File: src/rtl/integer_divider_pkg.sv
// Shared widths, state encoding and helpers for the iterative integer divider.
package integer_divider_pkg;

  localparam int unsigned DATA_WIDTH      = 32;
  localparam int unsigned DIV_COUNT_WIDTH = $clog2(DATA_WIDTH);
  localparam int unsigned DIV_STATE_WIDTH = 2;

  typedef enum logic [DIV_STATE_WIDTH-1:0] {
    StIdle  = 2'd0,
    StCalc  = 2'd1,
    StFixup = 2'd2,
    StDone  = 2'd3
  } div_state_e;

  typedef logic [DATA_WIDTH-1:0] word_t;

  localparam word_t MostNeg = {1'b1, {(DATA_WIDTH-1){1'b0}}};

  function automatic word_t cond_negate(input logic neg, input word_t v);
    return neg ? word_t'(-v) : v;
  endfunction

endpackage

File: src/rtl/divider_step.sv
// One restoring shift/compare/subtract iteration on a (Width+1)-bit partial remainder.
module divider_step
  import integer_divider_pkg::*;
#(
  parameter int unsigned Width = DATA_WIDTH
) (
  input  logic [Width:0]   rem_i,
  input  logic             dividend_bit_i,
  input  logic [Width-1:0] divisor_i,
  output logic [Width:0]   rem_o,
  output logic             quot_bit_o
);

  logic [Width+1:0] shifted;
  logic [Width+1:0] diff;

  always_comb begin
    shifted    = {rem_i, dividend_bit_i};
    diff       = shifted - {2'b00, divisor_i};
    // Non-negative difference means the divisor fits: keep it and emit a 1.
    quot_bit_o = ~diff[Width+1];
    rem_o      = quot_bit_o ? diff[Width:0] : shifted[Width:0];
  end

endmodule

File: src/rtl/integer_divider.sv
// Iterative signed/unsigned divider (div/divu/rem/remu), one quotient bit per cycle.
// Define DIV_EARLY_OUT_EN to finish divide-by-zero and signed overflow at accept.
module integer_divider
  import integer_divider_pkg::*;
(
  input  logic                  clk,
  input  logic                  reset_n,
  input  logic                  start,
  input  logic [DATA_WIDTH-1:0] dividend,
  input  logic [DATA_WIDTH-1:0] divisor,
  input  logic                  unsignedSelect,
  output logic [DATA_WIDTH-1:0] quotient,
  output logic [DATA_WIDTH-1:0] remainder,
  output logic                  busy,
  output logic                  done
);

  div_state_e                 state_q, state_d;
  logic [DIV_COUNT_WIDTH-1:0] count_q;
  logic [DATA_WIDTH:0]        prem_q;
  word_t                      acc_q;
  word_t                      dvsr_q;
  logic                       q_neg_q, r_neg_q, dbz_q;
  word_t                      quot_q, rem_q;

  logic                       accept;
  logic                       a_neg, b_neg;
  word_t                      a_mag, b_mag;
  logic [DATA_WIDTH:0]        step_rem;
  logic                       step_qbit;
  logic                       early_out;
  word_t                      early_q, early_r;

`ifdef DIV_EARLY_OUT_EN
  logic dbz_in, ovf_in;
  always_comb begin
    dbz_in    = (divisor == '0);
    ovf_in    = !unsignedSelect && (dividend == MostNeg) && (divisor == '1);
    early_out = dbz_in | ovf_in;
    early_q   = dbz_in ? '1 : MostNeg;
    early_r   = dbz_in ? dividend : '0;
  end
`else
  always_comb begin
    early_out = 1'b0;
    early_q   = '0;
    early_r   = '0;
  end
`endif

  always_comb begin
    accept = start & ~busy;
    a_neg  = !unsignedSelect && dividend[DATA_WIDTH-1];
    b_neg  = !unsignedSelect && divisor[DATA_WIDTH-1];
    a_mag  = cond_negate(a_neg, dividend);
    b_mag  = cond_negate(b_neg, divisor);
  end

  divider_step #(
    .Width(DATA_WIDTH)
  ) u_step (
    .rem_i         (prem_q),
    .dividend_bit_i(acc_q[DATA_WIDTH-1]),
    .divisor_i     (dvsr_q),
    .rem_o         (step_rem),
    .quot_bit_o    (step_qbit)
  );

  always_ff @(posedge clk or negedge reset_n) begin
    if (!reset_n) begin
      state_q <= StIdle;
    end else begin
      state_q <= state_d;
    end
  end

  always_comb begin
    state_d = state_q;
    unique case (state_q)
      StIdle, StDone: begin
        if (start) begin
          state_d = early_out ? StDone : StCalc;
        end else begin
          state_d = StIdle;
        end
      end
      StCalc:  if (count_q == '0) state_d = StFixup;
      StFixup: state_d = StDone;
      default: state_d = StIdle;
    endcase
  end

  always_comb begin
    busy = (state_q == StCalc) || (state_q == StFixup);
    done = (state_q == StDone);
  end

  always_ff @(posedge clk or negedge reset_n) begin
    if (!reset_n) begin
      count_q <= '0;
      prem_q  <= '0;
      acc_q   <= '0;
      dvsr_q  <= '0;
      q_neg_q <= 1'b0;
      r_neg_q <= 1'b0;
      dbz_q   <= 1'b0;
      quot_q  <= '0;
      rem_q   <= '0;
    end else if (accept) begin
      count_q <= DIV_COUNT_WIDTH'(DATA_WIDTH - 1);
      prem_q  <= '0;
      acc_q   <= a_mag;
      dvsr_q  <= b_mag;
      q_neg_q <= a_neg ^ b_neg;
      r_neg_q <= a_neg;
      dbz_q   <= (divisor == '0);
      if (early_out) begin
        quot_q <= early_q;
        rem_q  <= early_r;
      end
    end else if (state_q == StCalc) begin
      prem_q <= step_rem;
      acc_q  <= {acc_q[DATA_WIDTH-2:0], step_qbit};
      if (count_q != '0) count_q <= count_q - 1'b1;
    end else if (state_q == StFixup) begin
      // All-ones quotient from a zero divisor is architectural; never negate it.
      quot_q <= cond_negate(q_neg_q && !dbz_q, acc_q);
      rem_q  <= cond_negate(r_neg_q, prem_q[DATA_WIDTH-1:0]);
    end
  end

  assign quotient  = quot_q;
  assign remainder = rem_q;

endmodule

File: config.mk
export PLATFORM = sky130hd
export DESIGN_NAME = integer_divider
export DESIGN_NICKNAME = d
export VERILOG_FILES = /design/src/rtl/integer_divider_pkg.sv /design/src/rtl/divider_step.sv /design/src/rtl/integer_divider.sv
export SDC_FILE = /design/constraint.sdc
export NUM_CORES = 1
export LEC_CHECK = 0
export BUFFER_PORTS_ARGS = -buffer_cell sky130_fd_sc_hd__buf_2
export CAP_MARGIN = 20
export CORE_ASPECT_RATIO = 0.8
export CORE_MARGIN = 2
export CORE_UTILIZATION = 54
export DETAILED_ROUTE_END_ITERATION = 10
export GPL_TIMING_DRIVEN = 0
export PLACE_DENSITY = 0.84
export SYNTH_ARGS = -nofsm -noshare
export SYNTH_HDL_FRONTEND = slang
export SYNTH_SLANG_ARGS = --single-unit
export TNS_END_PERCENT = 5
File: constraint.sdc
create_clock -name clk -period 3.2 [get_ports clk]
set_clock_uncertainty 0.15 [all_clocks]
set_input_delay 0.16 -clock clk [delete_from_list [all_inputs] [get_ports clk]]
set_output_delay 0.16 -clock clk [all_outputs]
set_load 0.02 [all_outputs]
Word level (Yosys, flattened, before mapping)
Cells that the tools add are included.
Widths: inputs -> output; s select.
Word-level totals
  bits in latches: 0
  flip-flop bits (word level): 171
  RAM bits: 0
  word-level logic and storage cells: 56
  bits in read-only memories: 0
  memories: 0
  output and inout port bits: 66
Cells by class
  mux-type cells: 15
  eq/ne operators: 4
  add/sub/neg operators: 6
  bitwise gates (word level): 6
  reduce and logical (&&, ||, !) cells: 15
  shift-type cells: 0
  div/mod/pow operators: 0
  order comparisons: 0
  multiply operators: 0
Operators by type and width (number)
  $mux 32: 6
  $neg 32->32: 4
  $mux 33: 3
  $sub 34x32->34: 1
  $logic_not 32->1: 1
  $mux 5: 3
  $pmux 2 s3: 1
  $logic_not 5->1: 1
  $reduce_bool 5->1: 1
  $sub 5x1->5 const B: 1
  $eq 2x2->1 const B: 2
  $not 1->1: 4
  $reduce_bool 2->1: 2
  $logic_and 1x1->1: 3
  $reduce_and 3->1: 1
  $eq 2x1->1 const B: 1
  $logic_not 1->1: 2
  $logic_not 2->1: 1
  $mux 2: 1
  $ne 2x2->1 const B: 1
  $reduce_and 2->1: 1
  $reduce_or 2->1: 1
  $and 1x1->1: 1
  $logic_or 1x1->1: 1
  2 further kinds: 2

Logic depth before layout (Yosys ltp)
  word-level depth: 6
  gate-level depth with buffers: 13
  depth with buffers taken out: 13

Cells and area by module
Synthesis repeated with hierarchy kept, for this count alone.
Second synthesis, totals
  cells, all modules: 1365
  area, all modules: 11673.7 µm²
Modules (own cells, without submodules)
  integer_divider: area an instance 9502.9 µm², times used 1, cells each 1037
  divider_step: area an instance 2170.8 µm², times used 1, cells each 328

Worst setup path after synthesis
No wires, ideal clock.
  path type: register -> register
  start: reg acc_q[31]
  end: reg prem_q[30]
  period minus slack after synthesis: 3.032 ns
  buffers on the path: 0
  path slack: 0.168 ns
  stages on the path, launching flop included: 13
  arrival: 2.741 ns
  cell sequence: dfrtp_1 -> inv_1 -> ha_1 -> inv_1 -> fa_1 -> a21o_1 -> a311oi_1 -> o21ai_1 -> a211oi_1 -> o22ai_1 -> or3_1 -> a31oi_1 -> a211oi_1
Between the ends
  cells in the longest elaborated chain, start to end: 4
RTL lines
  start: declaration: line integer_divider.sv:21  | word_t acc_q;
  start signal: assignment: line integer_divider.sv:112  | acc_q <= a_mag;
  start signal: assignment: line integer_divider.sv:123  | acc_q <= {acc_q[DATA_WIDTH-2:0], step_qbit};
  $sub 34x32->34: line divider_step.sv:19  | diff = shifted - {2'b00, divisor_i};
  $mux 33: line divider_step.sv:22  | rem_o = quot_bit_o ? diff[Width:0] : shifted[Width:0];
  $mux 33: line integer_divider.sv:121  | end else if (state_q == StCalc) begin
  $mux 33: line integer_divider.sv:109  | end else if (accept) begin
  end signal: assignment: line integer_divider.sv:122  | prem_q <= step_rem;
  end: declaration: line integer_divider.sv:20  | logic [DATA_WIDTH:0] prem_q;
Every way passes these cells. The select of a mux whose other input is x is not followed.
A chain may end at the register's enable or synchronous reset.

Worst setup path after layout
  start: reg prem_q[19]
  end: reg prem_q[2]
Between the ends
  cells in the longest elaborated chain, start to end: 4
RTL lines (line)
  $sub 34x32->34: divider_step.sv:19
  $mux 33: divider_step.sv:22
  $mux 33: integer_divider.sv:121
  $mux 33: integer_divider.sv:109
Every way passes these cells. The select of a mux whose other input is x is not followed.

==> flow_summary.toml <==
[status]
status = "complete, but fails checks"
violations = "DRC, setup timing"

[global_route]
grt_pass1_vias = 10768
grt_overflow = 0
track_usage = 0.3097
grt_max_degree = 123
antenna_found_initial = 0
grt_pass1_wl_mm = 55.61

[yosys]
synth_cell_types = 66
synth_top_cells_by_count = "221 x nand2_1, 192 x o21ai_0, 171 x dfrtp_1"
synthArstFlopShare = 1.000
ys_warn_count = 0
synth_edf_count = 0
synth_ff_type = "dfrtp_1"
synth.area.top_cells = "dfrtp_1 37%, o21ai_0 8.4%, nand2_1 7.3%, xor2_1 5.7%, xnor2_1 5.7%"
synth_top_cell_area_share = 0.3744
yosys_register_bits = 171
synthesis.area_sq_um = 11430
synth_nets = 1480
yosys.area.top_type = "dfrtp_1"
seq_area_frac_synth = 0.3744
synth_cells = 1370
yosysMostFrequentCell = "nand2_1"
avgSynthCellArea_sq_um = 8.343

[clock_tree]
cts-buffers-inserted = 17
htree_levels = 4
cts_sinks = 171
clock-root-buffer = "clkbuf_16"
clk_pin_slew_ps = 80
cts_tree = "yes"
insertion_delay_ps = 450
clock_path_buffers = 2

[routing]
first_pass_iters = 10
ant_nets = 0
via_per_inst = 5.950
routed_wirelength_mm = 34.57
vias = 11245
wl_per_cell_um = 18.29
detailedRoute.firstIterationViolations = 1207
drc = 1

[sta]
final_max_slew_viol_count = 0
finalHoldViolCount = 0
final.min_clock_period_ps = 3292
worst_pin_slew_ps = 745.6
relSlewSlack = 0.4964
setup_ws_ps = -92.12
post-route-period-util = 1.029
setup_viol = 29
rsz0062_at_grt = "yes"
max_clock_freq_mhz = 303.8

[critical_path]
worstSetupPathType = "reg2reg"
start_kind = "register"
critPathCaptureType = "register"
r2r_end = "prem_q[2]$_DFFE_PN0P_"
rrSetupSlack_ps = -90
r2r-start = "prem_q[19]$_DFFE_PN0P_"
reg2reg_depth = 13
cp.arrival_ps = 3490
cp.required_ps = 3400
cp_max_fo = 8

[job]
drv_cap = 0

[floorplanning]
initial_core_util = 0.5522
ios = 134
die_w_um = 166.7
fp-row-count = 47
die_area_sq_um = 22350
dieHeight_um = 134.1
core-area_sq_um = 20700

[pwr]
pwr-share-comb = 0.628
p_sw_frac = 0.5076
leakage_uw = 0.006237
pwr-share-seq = 0.251
peakVddDrop_mv = 0.5970
p_int_uw = 8461
switching_power_uw = 8723
power.density_nw_per_um2 = 1219
clkPwrFrac = 0.121

[placed_design]
place.gp.congestion = 0.9751
place_hpwl_mm = 24.61
io_buffers = 133
place_area_sq_um = 12470

[cells_and_area]
area_growth_pct = 23.37
fin_nets = 1718
postLayoutCoreUtil = 0.6812
final_design_area_no_fill_sq_um = 14100
antenna_cells = 0
layout-drive-gt1-share = 0.1616

[worst_hold_path]
hold_class = "in2async"
registers in the layout (all words and copies together) (netlist names):
signal,count
prem_q,33
acc_q,32
dvsr_q,32
quotient,32
remainder,32
count_q,5
state_q,2
dbz_q,1
q_neg_q,1
r_neg_q,1
power groups by stage:
stage / Combinational [uW] / Clock [uW] / Sequential (uW)
6_report: 10800 / 2080 / 4320
5_1_grt: 11800 / 2190 / 4420
4_1_cts: 9870 / 2090 / 4240
3_5_place_dp: 9480 / 0 / 4280
3_3_place_gp: 9220 / 0 / 4210
2_1_floorplan: 6610 / 0 / 4350
what timing repair did:
item | 4_1_cts | 5_1_grt
pin swaps | 7 | 9
endpoints found under the setup margin | 34 | 60
resized for setup | 23 | 34
endpoints found under the hold margin | 206 | 0
hold buffers | 68 | 0
setup buffers | 3 | 15
area by class of cell:
class,count,area (sq um)
multi-input combinational,1058,6793
fill,1632,6599
clock inverter,15,165.2
inverter,67,251.5
buffer,72,301.5
clock buffer,17,425.4
sequential,171,4292
tap,269,336.6
timing repair buffer,221,1536
worst max path at each step:
stage / from / endpoint / slack [ps] / cells after the start
detailed placement: acc_q[31]$_DFFE_PN0P_ / prem_q[30]$_DFFE_PN0P_ / -460 / 12
global route: prem_q[5]$_DFFE_PN0P_ / prem_q[27]$_DFFE_PN0P_ / -160 / 10
global placement: reset_n / quotient[17]$_DFFE_PN0P_ / -790 / 1
CTS: prem_q[17]$_DFFE_PN0P_ / prem_q[22]$_DFFE_PN0P_ / 3 / 11
floorplan: acc_q[31]$_DFFE_PN0P_ / prem_q[30]$_DFFE_PN0P_ / 170 / 12
finish: prem_q[19]$_DFFE_PN0P_ / prem_q[2]$_DFFE_PN0P_ / -90 / 13
routing by layer:
metal | track usage | part of all wire
met3 | 0.09177 | 0.11
met1 | 0.4389 | 0.44
met2 | 0.4612 | 0.43
met4 | 0.09195 | 0.020
met5 | 0 | 0
cell usage in the layout, fill, tap and decap left out, types with 17 or more instances in the layout:
cell	Yosys	layout
nor2_1	63	63
dfrtp_1	171	161
o21ai_0	192	190
xnor2_1	74	71
nor3_1	22	22
a31oi_1	28	26
mux2i_1	36	36
ha_1	41	35
dlygate4sd3_1	0	68
nand2_1	221	221
buf_2	11	139
inv_1	67	66
buf_4	1	22
a21oi_1	85	81
xor2_1	75	75
clkbuf_1	55	52
clkbuf_16	0	17
o31ai_1	18	18
critical path, stage by stage (launching register included):
cell      delay [ps]
dfrtp_1          500
ha_1             330
buf_2            180
nand3_1          100
or2_1            270
or2_1            310
a211oi_4         340
o21ai_4          150
xnor2_2          170
buf_4            170
buf_12           130
nand2_1           50
o211ai_1         110
a21oi_1          230
stage by stage:
step / std cells / setup WS [ps] / hold slack [ps] / setup TNS (ps) / power, uW
2_1_floorplan: 1370 / 168.1 / -285.6 / 0 / 10960
3_3_place_gp: 1772 / -787.3 / 307.2 / -139070 / 13430
3_5_place_dp: 1774 / -464.9 / -61.06 / -9619 / 13750
4_1_cts: 1876 / 3.484 / 5.651 / 0 / 16210
5_1_grt: 1890 / -163.5 / 57.67 / -3305 / 18430
6_report: 1890 / -92.12 / 37.62 / -887.7 / 17180
cells by family after synthesis:
group / share of synthesized area
xor gates and xnor gates: 0.1142
buffers and inverters: 0.04784
adders and majority gates: 0.04663
muxes: 0.03153
DFF: 0.3744
and+or+nand+nor: 0.1676
AOI/OAI and AO/OA: 0.2178
(Power assumes the default switching activity.)
